**src/rtl/adc_edge_trigger_if.sv**
```systemverilog
// -----------------------------------------------------------------------------
// adc_edge_trigger_if
// Sample-word stream used on both sides of the edge trigger.
//   valid : the data word is present this cycle (no backpressure)
//   data  : 8 signed 8-bit samples, sample i = data[8i+7:8i], i=0 oldest
// Modports:
//   master : drives valid/data (producer side)
//   slave  : receives valid/data (consumer side)
// -----------------------------------------------------------------------------
interface adc_edge_trigger_if;
    logic        valid;
    logic [63:0] data;

    modport master (output valid, output data);
    modport slave  (input  valid, input  data);
endinterface

```
**src/rtl/adc_edge_trigger.sv**
```systemverilog
// -----------------------------------------------------------------------------
// adc_edge_trigger
// Level-crossing trigger with hysteresis for the scope acquisition path. The
// sample stream passes through with two cycles of latency. The output word
// carrying the first qualifying sample is flagged, and that sample's index is
// reported with it.
//
// Ports:
//   axi_aclk     in   clock
//   axi_aresetn  in   asynchronous active-low reset
//   s_if         slave   input sample stream (valid, 64-bit data)
//   m_if         master  output sample stream, s_if delayed by 2 cycles
//   cfg_enable   in   0 forces IDLE and suppresses triggers
//   cfg_arm      in   1-cycle pulse, IDLE -> ARMED
//   cfg_auto     in   re-arm after holdoff (1) or return to IDLE (0)
//   cfg_slope    in   0 rising, 1 falling
//   cfg_level    in   signed trigger level
//   cfg_hyst     in   unsigned hysteresis
//   cfg_holdoff  in   valid words ignored after a trigger
//   m_trig       out  m_if word contains the trigger sample
//   m_trig_pos   out  index of the trigger sample within m_if.data
//   trig_ts      out  word count of the last triggering word
//   armed        out  FSM is in ARMED
// -----------------------------------------------------------------------------
module adc_edge_trigger #(
    parameter int HOLDOFF_W = 16,
    parameter int TS_W      = 32
) (
    input  logic                 axi_aclk,
    input  logic                 axi_aresetn,
    adc_edge_trigger_if.slave    s_if,
    adc_edge_trigger_if.master   m_if,
    input  logic                 cfg_enable,
    input  logic                 cfg_arm,
    input  logic                 cfg_auto,
    input  logic                 cfg_slope,
    input  logic signed [7:0]    cfg_level,
    input  logic [7:0]           cfg_hyst,
    input  logic [HOLDOFF_W-1:0] cfg_holdoff,
    output logic                 m_trig,
    output logic [2:0]           m_trig_pos,
    output logic [TS_W-1:0]      trig_ts,
    output logic                 armed
);

    typedef enum logic [1:0] {
        ST_IDLE,
        ST_ARMED,
        ST_HOLDOFF
    } state_t;

    state_t                 r_state;
    state_t                 w_nextState;

    logic signed [9:0]      w_thrSum;
    logic signed [7:0]      w_primeThr;
    logic [7:0]             w_prime;
    logic [7:0]             w_hit;
    logic signed [7:0]      w_samp;

    logic                   r_s1Valid;
    logic [63:0]            r_s1Data;
    logic [7:0]             r_s1Prime;
    logic [7:0]             r_s1Hit;

    logic                   r_primed;
    logic                   w_preRun;
    logic                   w_trigHit;
    logic [2:0]             w_trigPos;
    logic                   w_trig;
    logic                   w_enterArmed;

    logic [HOLDOFF_W-1:0]   r_holdCnt;
    logic [TS_W-1:0]        r_wordCnt;

    logic                   r_mValid;
    logic [63:0]            r_mData;
    logic                   r_mTrig;
    logic [2:0]             r_mTrigPos;
    logic [TS_W-1:0]        r_trigTs;

    // Priming threshold. Level +/- hysteresis needs 10 bits (up to -383 or 382)
    // before being clamped back into the 8-bit sample range.
    always_comb begin
        w_thrSum   = '0;
        w_primeThr = '0;
        if (cfg_slope)
            w_thrSum = {{2{cfg_level[7]}}, cfg_level} + $signed({2'b00, cfg_hyst});
        else
            w_thrSum = {{2{cfg_level[7]}}, cfg_level} - $signed({2'b00, cfg_hyst});
        if (w_thrSum < -10'sd128)
            w_primeThr = -8'sd128;
        else if (w_thrSum > 10'sd127)
            w_primeThr = 8'sd127;
        else
            w_primeThr = w_thrSum[7:0];
    end

    // Per-sample compares: prime means the signal has moved far enough to the
    // far side of the level, hit means it has reached the level.
    always_comb begin
        w_prime = '0;
        w_hit   = '0;
        w_samp  = '0;
        for (int i = 0; i < 8; i++) begin
            w_samp = s_if.data[8*i +: 8];
            if (cfg_slope) begin
                w_prime[i] = (w_samp > w_primeThr);
                w_hit[i]   = (w_samp <= cfg_level);
            end else begin
                w_prime[i] = (w_samp < w_primeThr);
                w_hit[i]   = (w_samp >= cfg_level);
            end
        end
    end

    // Stage 1 holds the word and its compare vectors.
    always_ff @(posedge axi_aclk or negedge axi_aresetn) begin
        if (!axi_aresetn) begin
            r_s1Valid <= 1'b0;
            r_s1Data  <= '0;
            r_s1Prime <= '0;
            r_s1Hit   <= '0;
        end else begin
            r_s1Valid <= s_if.valid;
            r_s1Data  <= s_if.data;
            r_s1Prime <= w_prime;
            r_s1Hit   <= w_hit;
        end
    end

    // Stage 2 trigger search: a hit only counts once a prime has been seen
    // earlier, either in a previous word or in an older sample of this word.
    always_comb begin
        w_trigHit = 1'b0;
        w_trigPos = '0;
        w_preRun  = r_primed;
        for (int i = 0; i < 8; i++) begin
            if (!w_trigHit && w_preRun && r_s1Hit[i]) begin
                w_trigHit = 1'b1;
                w_trigPos = 3'(i);
            end
            w_preRun = w_preRun | r_s1Prime[i];
        end
        w_trig = w_trigHit & r_s1Valid & cfg_enable & (r_state == ST_ARMED);
    end

    // FSM state register.
    always_ff @(posedge axi_aclk or negedge axi_aresetn) begin
        if (!axi_aresetn)
            r_state <= ST_IDLE;
        else
            r_state <= w_nextState;
    end

    // FSM next-state logic. Holdoff only advances on valid words.
    always_comb begin
        w_nextState = r_state;
        if (!cfg_enable) begin
            w_nextState = ST_IDLE;
        end else begin
            case (r_state)
                ST_IDLE:    if (cfg_arm) w_nextState = ST_ARMED;
                ST_ARMED:   if (w_trig)  w_nextState = ST_HOLDOFF;
                ST_HOLDOFF: if (r_s1Valid && (r_holdCnt == '0))
                                w_nextState = cfg_auto ? ST_ARMED : ST_IDLE;
                default:    w_nextState = ST_IDLE;
            endcase
        end
        w_enterArmed = (w_nextState == ST_ARMED) && (r_state != ST_ARMED);
    end

    // FSM outputs.
    always_comb begin
        armed = (r_state == ST_ARMED);
    end

    // Holdoff counter: loaded on the trigger, counts down per valid word.
    always_ff @(posedge axi_aclk or negedge axi_aresetn) begin
        if (!axi_aresetn)
            r_holdCnt <= '0;
        else if (!cfg_enable)
            r_holdCnt <= '0;
        else if (w_trig)
            r_holdCnt <= cfg_holdoff;
        else if ((r_state == ST_HOLDOFF) && r_s1Valid && (r_holdCnt != '0))
            r_holdCnt <= r_holdCnt - HOLDOFF_W'(1);
    end

    // Primed flag carries a prime across word boundaries. It starts clean on
    // every arm so a prime seen before arming cannot cause a trigger.
    always_ff @(posedge axi_aclk or negedge axi_aresetn) begin
        if (!axi_aresetn)
            r_primed <= 1'b0;
        else if (!cfg_enable || w_trig || w_enterArmed)
            r_primed <= 1'b0;
        else if ((r_state == ST_ARMED) && r_s1Valid)
            r_primed <= r_primed | (|r_s1Prime);
    end

    // Stage 2 output registers, word counter and trigger timestamp.
    always_ff @(posedge axi_aclk or negedge axi_aresetn) begin
        if (!axi_aresetn) begin
            r_mValid   <= 1'b0;
            r_mData    <= '0;
            r_mTrig    <= 1'b0;
            r_mTrigPos <= '0;
            r_wordCnt  <= '0;
            r_trigTs   <= '0;
        end else begin
            r_mValid   <= r_s1Valid;
            r_mData    <= r_s1Data;
            r_mTrig    <= w_trig;
            r_mTrigPos <= w_trig ? w_trigPos : 3'd0;
            if (r_s1Valid)
                r_wordCnt <= r_wordCnt + TS_W'(1);
            if (w_trig)
                r_trigTs <= r_wordCnt;
        end
    end

    assign m_if.valid = r_mValid;
    assign m_if.data  = r_mData;
    assign m_trig     = r_mTrig;
    assign m_trig_pos = r_mTrigPos;
    assign trig_ts    = r_trigTs;

endmodule

```
**src/flat_wrapper.sv**
```systemverilog
// flat-port wrapper written by rule: the top's interface ports become plain ports
module adc_edge_trigger_flat 
#(
    parameter int HOLDOFF_W = 16,
    parameter int TS_W      = 32
)
  (axi_aclk, axi_aresetn, cfg_enable, cfg_arm, cfg_auto, cfg_slope, cfg_level, cfg_hyst, cfg_holdoff, m_trig, m_trig_pos, trig_ts, armed, s_if_valid, s_if_data, m_if_valid, m_if_data);
  adc_edge_trigger_if s_if_i ();
  adc_edge_trigger_if m_if_i ();
  input  logic axi_aclk;
  input  logic axi_aresetn;
  input  logic cfg_enable;
  input  logic cfg_arm;
  input  logic cfg_auto;
  input  logic cfg_slope;
  input  logic signed [7:0] cfg_level;
  input  logic [7:0] cfg_hyst;
  input  logic [HOLDOFF_W-1:0] cfg_holdoff;
  output logic m_trig;
  output logic [2:0] m_trig_pos;
  output logic [TS_W-1:0] trig_ts;
  output logic armed;
  input wire logic [$bits(s_if_i.valid)-1:0] s_if_valid;
  input wire logic [$bits(s_if_i.data)-1:0] s_if_data;
  output wire logic [$bits(m_if_i.valid)-1:0] m_if_valid;
  output wire logic [$bits(m_if_i.data)-1:0] m_if_data;
  assign s_if_i.valid = s_if_valid;
  assign s_if_i.data = s_if_data;
  assign m_if_valid = m_if_i.valid;
  assign m_if_data = m_if_i.data;
  adc_edge_trigger #(.HOLDOFF_W(HOLDOFF_W), .TS_W(TS_W)) u_core (.axi_aclk(axi_aclk), .axi_aresetn(axi_aresetn), .s_if(s_if_i), .m_if(m_if_i), .cfg_enable(cfg_enable), .cfg_arm(cfg_arm), .cfg_auto(cfg_auto), .cfg_slope(cfg_slope), .cfg_level(cfg_level), .cfg_hyst(cfg_hyst), .cfg_holdoff(cfg_holdoff), .m_trig(m_trig), .m_trig_pos(m_trig_pos), .trig_ts(trig_ts), .armed(armed));
endmodule
```
**config.mk**
```make
export PLATFORM = sky130hd
export DESIGN_NAME = adc_edge_trigger_flat
export DESIGN_NICKNAME = d
export VERILOG_FILES = /design/src/rtl/adc_edge_trigger_if.sv /design/src/rtl/adc_edge_trigger.sv /design/src/flat_wrapper.sv
export SDC_FILE = /design/constraint.sdc
export NUM_CORES = 1
export LEC_CHECK = 0
export CAP_MARGIN = 40
export CORE_ASPECT_RATIO = 0.5
export CORE_UTILIZATION = 25
export CTS_BUF_LIST = sky130_fd_sc_hd__clkbuf_8
export DETAILED_ROUTE_END_ITERATION = 8
export PLACE_DENSITY = 0.54
export RECOVER_POWER = 25
export SYNTH_ARGS = -nofsm -noshare
export SYNTH_HDL_FRONTEND = slang
export SYNTH_SLANG_ARGS = --single-unit
```
**constraint.sdc**
```tcl
create_clock -name axi_aclk -period 5.4 [get_ports axi_aclk]
set_input_delay 1.08 -clock axi_aclk [delete_from_list [all_inputs] [get_ports axi_aclk]]
set_output_delay 1.08 -clock axi_aclk [all_outputs]
set_load 0.01 [all_outputs]
```
Yosys cells after proc, flatten, opt, wreduce, memory -nomap -nowiden
Cells that the tools add are included.

Register bits: 233. Input port bits: 103. Output and inout bits: 102. Logic and storage cells: 148.

$add $sub $neg: 4. Magnitude comparators: 34. Eq/ne operators: 5. Mux-type cells: 46. Bitwise operators: 11. Reduce and logical (&&, ||, !) cells: 35.

Operators with widths (count): $ge 8x8->1 (8); $gt 8x8->1 (8); $le 8x8->1 (8); $lt 8x8->1 (8); $mux 16 (3); $add 32x1->32 const B (1); $mux 1 (28); $logic_and 1x1->1 (20); $logic_not 16->1 (1); $mux 8 (2); $reduce_bool 16->1 (1); $sub 16x1->16 const B (1); $mux 3 (5); $mux 2 (6); $add 8x9->10 (1); $gt 10x8->1 const B (1); $lt 10x8->1 const B (1); $mux 10 (1); $sub 8x9->10 (1); $logic_not 1->1 (8); $or 1x1->1 (8); $reduce_or 8->1 (1); $pmux 2 s3 (1); $eq 2x1->1 const B (2); 7 further kinds (10).

Longest topological paths before layout
Gate-level depths: netlist of the first run.

Depth in word-level cells: 40. Depth in mapped cells: 23. Mapped depth without buffers: 22.

Least setup slack after synthesis of the first run
OpenSTA, ideal clock, no wires.

Path kind: input to register. From: input port cfg_slope. To: register u_core.r_s1Prime[0]. Setup time: 0.137 ns. Arrival: 5.272 ns. Required time: 5.263 ns. Setup slack: -0.009 ns. Cell stages on the path: 19. Path buffers: 3. Path through: clkbuf_1 -> clkbuf_1 -> mux2_2 -> ha_1 -> a211oi_1 -> o21a_1 -> o31ai_1 -> xnor2_1 -> and3_1 -> clkbuf_1 -> a21oi_1 -> ha_1 -> a21oi_1 -> nor2b_1 -> o31a_1 -> o21a_1 -> nor3_1 -> mux2i_1 -> mux2i_1.

Word-level cells in the longest chain between the ends: 6. Elaborated cells between the ends (all ways): 8. Classes of those cells: order compare: 4; mux: 4.

RTL lines: start: declaration (line flat_wrapper.sv:15) `input logic cfg_slope;`; $mux 10 (line adc_edge_trigger.sv:87) `if (cfg_slope)`; $gt 10x8->1 (line adc_edge_trigger.sv:93) `else if (w_thrSum > 10'sd127)`; $mux 8 (line adc_edge_trigger.sv:93); $mux 8 (line adc_edge_trigger.sv:91) `if (w_thrSum < -10'sd128)`; $lt 8x8->1 or $gt 8x8->1 (tied branches) (line adc_edge_trigger.sv:111, adc_edge_trigger.sv:108); $mux 1 * (line adc_edge_trigger.sv:107) `if (cfg_slope) begin`; net u_core.w_prime[0] (line adc_edge_trigger.sv:57) `logic [7:0] w_prime;`; end signal: assignment (line adc_edge_trigger.sv:127) `r_s1Prime <= w_prime;`; end: declaration (line adc_edge_trigger.sv:63) `logic [7:0] r_s1Prime;`.

Mark *: on every way through the listed nets, which the timed path passes. The rest lies on a longest branch. A chain may end at the register's enable or synchronous reset.

Worst setup path in the final report of the first run
From: input port cfg_hyst[0]. To: register u_core.r_s1Prime[6].

Word-level cells in the longest chain between the ends: 7. Elaborated cells between the ends (all ways): 10. Classes of those cells: add/sub: 2; order compare: 4; mux: 4.

RTL lines: start: declaration (line flat_wrapper.sv:17) `input logic [7:0] cfg_hyst;`; $sub 8x9->10 or $add 8x9->10 (tied branches) (line adc_edge_trigger.sv:90, adc_edge_trigger.sv:88); $mux 10 * (line adc_edge_trigger.sv:87); $gt 10x8->1 (line adc_edge_trigger.sv:93); $mux 8 (line adc_edge_trigger.sv:93); $mux 8 * (line adc_edge_trigger.sv:91); $lt 8x8->1 or $gt 8x8->1 (tied branches) (line adc_edge_trigger.sv:111, adc_edge_trigger.sv:108); $mux 1 * (line adc_edge_trigger.sv:107); net u_core.w_prime[6] (line adc_edge_trigger.sv:57).

Marks and branches as above.

==> results of run 1 <==
[sequential cells by signal, indices dropped and copies added, names as in the netlist, 2 cells and up]
signal and count:
u_core.r_wordCnt 32, u_core.m_if.data 64, u_core.r_s1Hit 8, u_core.trig_ts 32, u_core.r_holdCnt 16, u_core.r_state 2
u_core.m_trig_pos 3, u_core.r_s1Prime 8, u_core.r_s1Data 64
[critical path, stage by stage]
cell	delay (ns)
clkdlybuf4s50_1	0.48
inv_1	0.05
ha_1	0.27
mux2_2	0.28
ha_1	0.29
a211oi_1	0.32
o21a_1	0.23
o211ai_1	0.16
a32oi_1	0.23
o22ai_1	0.12
or2_2	0.33
a21oi_1	0.31
buf_4	0.22
ha_1	0.25
a21oi_1	0.13
o22ai_1	0.09
o21a_1	0.16
o21ai_0	0.19
a31oi_1	0.13
mux2i_1	0.13
[layout make-up]
class / instances / area [um^2] / area share [%]
clock inverter: 21 / 171 / 1.11
multi-input combinational: 796 / 5430 / 35.0
clock buffer: 46 / 633 / 4.08
tap: 598 / 748 / 4.83
inverter: 45 / 169 / 1.09
sequential: 233 / 5830 / 37.6
timing repair buffer: 267 / 2520 / 16.2
[per-stage QoR]
| step | hold slack, ns | utilization (%) | power, mW | TNS [ns] | setup WS (ns) |
|---|---|---|---|---|---|
| after floorplan | 0.331 | - | 2.75 | 0 | 0.0900 |
| after global placement | 0.331 | 32.4 | 3.41 | -1.94 | -0.271 |
| after detailed placement | 0.335 | 32.4 | 3.42 | -1.88 | -0.275 |
| after CTS | 0.321 | 34.2 | 5.14 | 0 | 0.303 |
| after global routing | 0.337 | 34.2 | 5.39 | 0 | 0.0918 |
| final | 0.328 | 34.2 | 5.03 | 0 | 0.358 |
[cell usage in the layout (no fill, tap or decap), types with 28 or more instances in the layout]
master           count
dlygate4sd3_1       64
o21ai_0             43
inv_1               48
xnor2_1             34
a21oi_1             69
ha_1               140
nand3_1             28
nand2_1            157
buf_4               62
dfrtp_1            233
clkbuf_8            46
nor2_1              75
clkdlybuf4s50_1    138
[routing by layer]
| layer | wire length (um) | track usage [%] |
|---|---|---|
| met1 | 14300 | 17.4 |
| met2 | 16200 | 24.0 |
| met3 | 1210 | 2.54 |
| met4 | 772 | 4.26 |
| met5 | 0 | 0 |
[report_power, final]
group	internal (mW)	total, mW	switching (mW)
Clock	0.883	1.66	0.777
Sequential	1.88	1.97	0.0897
Combinational	0.684	1.40	0.719
Total	3.45	5.03	1.59
[final timing paths]
check / from / to / slack [ns] / cells after the start
min in group asynchronous: axi_aresetn / u_core.r_holdCnt[3]$_DFFE_PN0P_ / 1.32 / 1
setup / recovery: cfg_hyst[0] / u_core.r_s1Prime[6]$_DFF_PN0_ / 0.36 / 20
max in group asynchronous: axi_aresetn / u_core.m_if.data[26]$_DFF_PN0_ / 2.26 / 2
hold reg to reg: u_core.r_s1Data[54]$_DFF_PN0_ / u_core.m_if.data[54]$_DFF_PN0_ / 0.33 / 0
hold / removal: u_core.r_s1Data[54]$_DFF_PN0_ / u_core.m_if.data[54]$_DFF_PN0_ / 0.33 / 0
setup reg to reg: u_core.r_primed$_DFFE_PN0P_ / u_core.r_holdCnt[2]$_DFFE_PN0P_ / 1.84 / 9
[timing repair]
item | in CTS | in global routing
gates resized for setup | 0 | 2
hold buffers | 0 | 0
endpoints found under the hold margin | 0 | 0
setup endpoints to repair | 0 | 2
[cell families (layout without fill, tap and decap cells)]
kind of cell | after synthesis | after routing | synth area share [%]
AOI/OAI and AO/OA | 187 | 187 | 9.70
xor gates and xnor gates | 56 | 56 | 4.25
adders and majority gates | 141 | 141 | 15.3
buffers and inverters | 68 | 379 | 2.51
DFF | 233 | 233 | 50.5
muxes | 16 | 16 | 1.42
and+or+nand+nor | 396 | 396 | 16.3
[cell usage after synthesis (2+ instances only)]
library cell	n
a21boi_0	3
a21o_1	4
a21oi_1	69
a22oi_1	3
a31oi_1	11
a32oi_1	7
and2_1	7
and3_1	11
and4_1	3
buf_1	3
buf_2	4
buf_4	2
buf_6	3
clkbuf_1	11
dfrtp_1	233
ha_1	140
inv_1	44
mux2_2	3
mux2i_1	13
nand2_1	157
nand2b_1	15
nand3_1	28
nand3b_1	4
nand4_1	27
nor2_1	75
nor2b_1	20
nor3_1	22
nor3b_1	2
nor4_1	4
o211ai_1	2
o21a_1	22
o21ai_0	44
o22ai_1	8
o31ai_1	4
or2_2	10
or3_4	2
or4_1	3
xnor2_1	35
xor2_1	21
==> out/summary.txt, run 1 <==
antenna violations before repair - 0
CTS buffer count - 39
failing checks - capacitance limit, slew limit
Core Rows - 55
Port Buf Inserts - 204
power per cell area - 325 nW/um^2
drt first pass iters - 5
library cells used by synthesis - 57
drt drc - 0
leading area contributor after synthesis - dfrtp_1
vias - 8901
clk buf depth - 3
detailed placement HPWL - 23800 um
Die Area - 47100 um^2
Finished Layout Cells - 2006
DIE WIDTH - 306 um
Final Max Slew Viols - 107
clk sinks - 233
Post-Place Cells - 1939
CTS tree - done
Worst slew margin - -86.2%
worst path arrival time - 5.46 ns
crit share post-route - 93.4%
n_diodes - 0
Setup violations, final - 0
Setup CP Type - primary input to register
Avg Cell Area, Syn - 10.5 um^2
DR iter-0 viols - 372
# Max-Cap Violations - 1
vias in the first global route - 8963
ys async rst share - 100%
Placement Cell Area - 14700 um^2
Mapped Nets - 1341
CORE AREA - 45300 um^2
Crit. End Element - register
min Tclk post-route - 5.04 ns
min-delay worst type - register to register
clk slew on worst S/H paths - 0.06 ns
register area share after synthesis - 50.5%
total track usage - 13.8%
top_reg_cell synth - dfrtp_1
YS warnings - 0
die height - 154 um
H-tree levels - 2
maximum number of pins on one net before global-route repair - 108
area share of the leading cell type in the synthesized netlist - 50.5%
Avg WL per Cell - 16.2 um
Vias per Instance - 4.44
leak pwr - 7.14 nW
remaining antenna violation count after routing - 0
Peak VDD IR - 0.000134 V
crit path max fanout - 5
FMAX - 198 MHz
EDFF count, synth - 0
first-pass GRT wire length - 50700 um
CP Launch Type - primary input
Placer Congestion - 0.856
status - complete, but fails checks
post-CTS setup buffer count - 0
Starting Density - 25.5%
IO Count - 205
synthesized cell area - 11500 um^2
#FFs+latches synth - 233
root buffer cell - clkbuf_8
nets@finish - 1626
P&R area growth vs syn - 34.3%
clk_lat worst skew - 0.57 ns
Final Skew - 0.0198 ns
top cells by area, synth - dfrtp_1 (50%), ha_1 (15%), nand2_1 (5.1%), a21oi_1 (3.0%), xnor2_1 (2.7%)
layout cells sized above 1 - 10.6%
gr ovfl total - 0
RSZ-0062 raised after global routing - false
WP data required - 5.82 ns
Synth Instances - 1097
post-route design area - 15500 um^2
# fillers - 4566
Least-Margin Pin Slew - 2.79 ns
total routed wirelength - 32500 um
Hold Violations, Final - 0
Power figures use the tool's default switching activity.
==> run 2: changes to the inputs <==
- CTS_CLUSTER_DIAMETER: not set -> 200
- REMOVE_ABC_BUFFERS: not set -> 1
==> run 2 against run 1 <==
- the run still ends with capacitance limit, slew limit left
- flip-flop and latch count did not move
- non-clock buffer count rose by 1
- clock power fell by 7%
- combinational power rose by 4%
- maximum frequency fell by 0.83%
- via count fell by 0.65%
- critical endpoint is now u_core.r_s1Prime[0]$_DFF_PN0_
- highest routed layer unchanged
==> out/summary.txt, run 2 (synthesis gave the netlist of run 1 again) <==
status - complete, but fails checks (unchanged)
failing checks - capacitance limit, slew limit (unchanged)
CTS resizes - 0 (unchanged)
remaining antenna violation count after routing - 0 (unchanged)
cts hold-fix bufs - 0 (unchanged)
detailed placement HPWL - 23900 um (was 23800 um)
Placer Congestion - 0.834 (was 0.856)
drt drc - 0 (unchanged)
total routed wirelength - 32300 um (was 32500 um)
final core utilization - 34.2% (about the same)
Finished Layout Cells - 2004 (was 2006)
sequential share of power - 39.6% (was 39.1%)
WP data required - 5.82 ns (about the same)
clk sinks - 233 (unchanged)
# Max-Cap Violations - 1 (unchanged)
Place WS - -0.151 ns (was -0.275 ns)
Port Buf Inserts - 204 (unchanged)
P&R area growth vs syn - 34.3% (about the same)
antenna violations before repair - 0 (unchanged)
Post-Place Cells - 1940 (was 1939)
commonest non-fill, non-tap cell in the layout - dfrtp_1 (unchanged)
Setup violations, final - 0 (unchanged)
switching pwr - 1.54 mW (was 1.59 mW)
root buffer cell - clkbuf_8 (unchanged)
IO Count - 205 (unchanged)
Logic pwr share - 29.4% (was 27.9%)
maximum number of pins on one net before global-route repair - 100 (was 108)
gr ovfl total - 0 (unchanged)
sw frac - 30.9% (was 31.5%)
Int Pwr - 3.44 mW (was 3.45 mW)
power per cell area - 321 nW/um^2 (was 325 nW/um^2)
Starting Density - 25.5% (unchanged)
nets@finish - 1628 (was 1626)
min-delay worst type - register to register (unchanged)
Fin Hold WS - 0.343 ns (was 0.328 ns)
Setup CP Type - primary input to register (unchanged)
setup ws final - 0.316 ns (was 0.358 ns)
layout cells sized above 1 - 9.74% (was 10.6%)
Vias per Instance - 4.41 (was 4.44)
total power - 4.98 mW (was 5.03 mW)
min Tclk post-route - 5.08 ns (was 5.04 ns)
clk slew on worst S/H paths - 0.07 ns (was 0.06 ns)
Peak VDD IR - 0.000141 V (was 0.000134 V)
n_diodes - 0 (unchanged)
die height - 154 um (unchanged)
most frequent cells in the layout - dfrtp_1 (233), clkdlybuf4s50_1 (163), nand2_1 (157) (was dfrtp_1 (233), nand2_1 (157), ha_1 (140))
Hold Violations, Final - 0 (unchanged)
CTS tree - done (unchanged)
vias - 8843 (was 8901)
post-CTS setup buffer count - 0 (unchanged)
worst path arrival time - 5.51 ns (was 5.46 ns)
CP Launch Type - primary input (unchanged)
clk buf depth - 3 (unchanged)
Final Skew - 0.0237 ns (was 0.0198 ns)
FMAX - 197 MHz (was 198 MHz)
CORE AREA - 45300 um^2 (unchanged)
total track usage - 13.8% (about the same)
drt first pass iters - 5 (unchanged)
clock share of power - 31.0% (was 33.0%)
H-tree levels - 2 (unchanged)
RSZ-0062 raised after global routing - false (unchanged)
Die Area - 47100 um^2 (unchanged)
post-route design area - 15500 um^2 (about the same)
Placement Cell Area - 14800 um^2 (was 14700 um^2)
Worst slew margin - -65.5% (was -86.2%)
clk_lat worst skew - 0.55 ns (was 0.57 ns)
CTS buffer count - 40 (was 39)
crit share post-route - 94.1% (was 93.4%)
DIE WIDTH - 306 um (unchanged)
leak pwr - 7.16 nW (was 7.14 nW)
TNS Setup - 0 ns (unchanged)
Avg WL per Cell - 16.1 um (was 16.2 um)
first-pass GRT wire length - 50500 um (was 50700 um)
Crit. End Element - register (unchanged)
Core Rows - 55 (unchanged)
crit path max fanout - 7 (was 5)
Least-Margin Pin Slew - 2.48 ns (was 2.79 ns)
Final Max Slew Viols - 90 (was 107)
vias in the first global route - 8834 (was 8963)
DR iter-0 viols - 462 (was 372)
-- run 2: changes by cell type in the layout (fill, tap and decap cells not counted), sizes merged --
| cell | before | now |
|---|---|---|
| clkdlybuf4s50 | 138 | 163 |
| dlygate4sd3 | 64 | 39 |
| inv | 51 | 59 |
| clkinv | 9 | 4 |
| clkbuf | 47 | 44 |
| clkinvlp | 4 | 1 |
| buf | 64 | 65 |
-- run 2: final cells by class --
cell class,count,area (um^2)
Fill cell,4564,29800
Sequential cell,233,5830
Multi-Input combinational cell,796,5430
Timing Repair Buffer,268,2590
Tap cell,598,748
Clock buffer,43,592
Inverter,45,169
Clock inverter,21,145
-- run 2: worst max-delay path: stages --
cell	delay, ns
clkdlybuf4s50_1	0.42
buf_4	0.16
nor4b_1	0.31
buf_4	0.17
nor2_1	0.04
xor2_1	0.15
ha_1	0.28
o21ai_0	0.12
o21ai_0	0.32
nand3_1	0.19
a32oi_1	0.24
o22ai_1	0.12
or2_2	0.33
a31oi_1	0.21
buf_4	0.19
ha_1	0.23
nand3_1	0.11
a21oi_1	0.06
o31a_1	0.25
o21a_1	0.17
nor3_1	0.13
mux2i_1	0.11
mux2i_1	0.12
-- run 2: power groups by stage --
| stage | Combinational, mW | Clock (mW) | Sequential, mW |
|---|---|---|---|
| 2_1_floorplan | 0.738 | 0 | 2.00 |
| 3_3_place_gp | 1.46 | 0 | 2.00 |
| 3_5_place_dp | 1.47 | 0 | 2.01 |
| 4_1_cts | 1.48 | 1.62 | 1.97 |
| 5_1_grt | 1.64 | 1.70 | 1.99 |
| 6_report | 1.46 | 1.54 | 1.97 |
-- run 2: final timing paths --
check                                                    from                                to  slack, ns  cells past startpoint
worst min register to register  u_core.r_s1Data[13]$_DFF_PN0_    u_core.m_if.data[13]$_DFF_PN0_       0.34                      0
max in group asynchronous                         axi_aresetn     u_core.r_s1Data[57]$_DFF_PN0_       2.40                      2
worst min-delay path            u_core.r_s1Data[13]$_DFF_PN0_    u_core.m_if.data[13]$_DFF_PN0_       0.34                      0
worst max-delay path                              cfg_hyst[1]     u_core.r_s1Prime[0]$_DFF_PN0_       0.32                     23
worst max register to register    u_core.r_primed$_DFFE_PN0P_   u_core.r_holdCnt[2]$_DFFE_PN0P_       1.82                      9
min in group asynchronous                         axi_aresetn  u_core.r_holdCnt[13]$_DFFE_PN0P_       1.25                      1
-- run 2: metal layers --
metal / track usage [%] / vias up / share of wire, %
met5: 0 / - / 0
met4: 4.67 / 0 / 2.7
met3: 2.32 / 60 / 3.6
met2: 23.8 / 146 / 49
met1: 17.5 / 4222 / 44
li1: - / 4415 / -
==> variant (config.mk and constraints of run 2) <==
`HOLDOFF_W` is set to 16 in 2 places; all go to 24.
--- a/src/rtl/adc_edge_trigger.sv
+++ b/src/rtl/adc_edge_trigger.sv
@@ -23,7 +23,7 @@
 //   armed        out  FSM is in ARMED
 // -----------------------------------------------------------------------------
 module adc_edge_trigger #(
-    parameter int HOLDOFF_W = 16,
+    parameter int HOLDOFF_W = 24,
     parameter int TS_W      = 32
 ) (
     input  logic                 axi_aclk,
--- a/src/flat_wrapper.sv
+++ b/src/flat_wrapper.sv
@@ -1,7 +1,7 @@
 // flat-port wrapper written by rule: the top's interface ports become plain ports
 module adc_edge_trigger_flat 
 #(
-    parameter int HOLDOFF_W = 16,
+    parameter int HOLDOFF_W = 24,
     parameter int TS_W      = 32
 )
   (axi_aclk, axi_aresetn, cfg_enable, cfg_arm, cfg_auto, cfg_slope, cfg_level, cfg_hyst, cfg_holdoff, m_trig, m_trig_pos, trig_ts, armed, s_if_valid, s_if_data, m_if_valid, m_if_data);
Ports: changed (resized cfg_holdoff); port bits go from 205 to 213. The function was not compared with the original's and may differ.
==> variant against run 2 <==
- critical path depth unchanged
- sequential cell count increased by 8
- largest cell class unchanged
- critical path type unchanged
- cell area increased by 4.6%
- global-route usage about the same
- the flow still finishes with violations (max-capacitance violations, max-slew violations)
- worst setup slack improved by 79 ps
- power increased by 8.2%
- wire length increased by 4.8%
- clock skew increased by 15 ps
- non-clock buffer count increased by 8
- area after synthesis increased by 4.1%
==> variant: results (changes against run 2) <==
- Vias in the first global route: 9246 (was 8834)
- First drt pass iteration count: 7 (was 5)
- The library cell used as clock root buffer was clkbuf_8 (unchanged).
- The count of placed standard cells including taps is 2021 (was 1940).
* Reg clk slew, reported paths: 80 ps
* Routed vias/inst: 4.424 (was 4.413)
* Total leakage power: 7.463 nW (was 7.163 nW)
- Worst Clk Skew: 38.98 ps (was 23.71 ps)
- Cell with the biggest individual delay on the critical path: clkdlybuf4s50_1 (unchanged)
* Internal power component: 0.003661 W (was 0.003437 W)
* Largest cells by area after synthesis: dfrtp_1 (50%), ha_1 (15%), nand2_1 (5.0%) (was dfrtp_1 (50%), ha_1 (15%), nand2_1 (5.1%))
- The number of levels the H-tree was split into came to 2 (unchanged).
- Synth Instances: 1131 (was 1097)
- The remaining global-route overflow is 0 (unchanged).
- Total count of max-transition violations in the final report: 105 (was 90)
- Seq power: 0.00206 W (was 0.00197 W)
- Final wirelength: 33850 um (was 32290 um)
* Status: complete, but fails checks (unchanged)
- Max FO, Critical Path: 8 (was 7)
* Power of the combinational group: 0.00159 W (was 0.00146 W)
- The number of buffers inserted by port buffering is 212 (was 204).
- The max-cap check violation count is 1 (unchanged).
* Number of synthesis warnings: 0 (unchanged)
* Maximum number of pins on one net before global-route repair: 106 (was 100)
- The worst slew margin relative to its limit came to -81.66% (was -65.45%).
* Sequential area share after synthesis: 50.18% (was 50.50%)
- The kind of cell with the highest combined delay on the critical path was compound AO/OA/AOI/OAI gates (unchanged).
- The number of clock buffers inserted by TritonCTS is 41 (was 40).
- Average routed wire per standard cell: 16.16 um (was 16.11 um)
- The placement-stage cell area was 15370 um^2 (was 14780 um^2).
- Path type of the worst min-delay path: reg2reg (unchanged)
* Number of antenna cells inserted: 0 (unchanged)
- The residual DRC count came to 0 (unchanged).
- Violated checks: max-capacitance violations, max-slew violations (unchanged)
- Number of antenna violations at the first check in global routing: 0 (unchanged)
- The share of async-settable or async-resettable flops after synthesis is 100.0% (unchanged).
* Depth of the worst register-to-register path: 7 (was 9)
* Ratio of cells with drive above 1 in the final layout: 10.23% (was 9.744%)
- The first-pass GRT wire length is 52920 um (was 50470 um).
- The number of cells on the worst hold path was 0 (unchanged).
* Dpl ws: -222.4 ps (was -150.6 ps)
- Number of buffers between clock root and the deepest sink: 3 (unchanged)
* NumNets Final: 1678 (was 1628)
* Routability congestion estimate from global placement: 0.8145 (was 0.8335)
* Initial DRC count: 531 (was 462)
- Data arrival at the endpoint of the critical path: 5450 ps (was 5510 ps)
* Delay of the slowest cell on the worst path: 430 ps
* Clock-net power: 0.00174 W (was 0.00154 W)
* Count of unique library cells instantiated by Yosys: 63 (was 57)
* Clock insertion delay at the later pin of the skew report: 590 ps (was 550 ps)
* Most frequent cells after synthesis: dfrtp_1 (241), nand2_1 (159), ha_1 (140) (was dfrtp_1 (233), nand2_1 (157), ha_1 (140))
- The all-layer global routing usage is 13.86% (was 13.81%).
- DP Wirelength: 24900 um (was 23900 um)
* Worst ir drop on vdd: 0.0001299 V (was 0.0001408 V)
[variant: layer usage]
metal / vias up / part of all wire (%) / GRT usage, %
li1: 4636 / - / -
met5: - / 0 / 0
met2: 130 / 51 / 24.60
met4: 0 / 2.1 / 4.132
met1: 4447 / 43 / 17.17
met3: 50 / 3.6 / 2.530
[variant: path summary, 6_finish.rpt]
check / endpoint / from / slack, ps
worst min-delay path: u_core.m_if.data[8] / u_core.r_s1Data[8] / 340
min in group asynchronous: u_core.m_trig / axi_aresetn / 1370
max in group asynchronous: u_core.r_s1Data[26] / axi_aresetn / 2430
worst min register to register: u_core.m_if.data[8] / u_core.r_s1Data[8] / 340
worst max register to register: u_core.r_holdCnt[11] / u_core.r_primed / 2340
worst max-delay path: u_core.r_s1Prime[0] / cfg_hyst[0] / 390
[variant: timing repair]
| action | 4_1_cts | 5_1_grt |
|---|---|---|
| endpoints found under the setup margin | 0 | 2 |
| resized for setup | 0 | 2 |
| setup buffers | 0 | 0 |
[variant: kinds of logic (layout without fill, tap and decap cells)]
kind of cell    Yosys count  after routing  synth area share (%)
compound gates          209            209                 11.05
xor+xnor                 55             55                 4.008
fa+ha+maj               141            141                 14.74
buf+inv                  64            389                 2.207
flops                   241            241                 50.18
mux                      16             16                 1.416
simple gates            405            405                 16.40
[variant: layout make-up]
| class | count | area, um^2 |
|---|---|---|
| Clock buffer | 47 | 646.9 |
| Clock inverter | 26 | 207.7 |
| Fill cell | 4714 | 30930 |
| Inverter | 40 | 150.1 |
| Multi-Input combinational cell | 826 | 5733 |
| Sequential cell | 241 | 6031 |
| Tap cell | 638 | 798.3 |
| Timing Repair Buffer | 276 | 2655 |
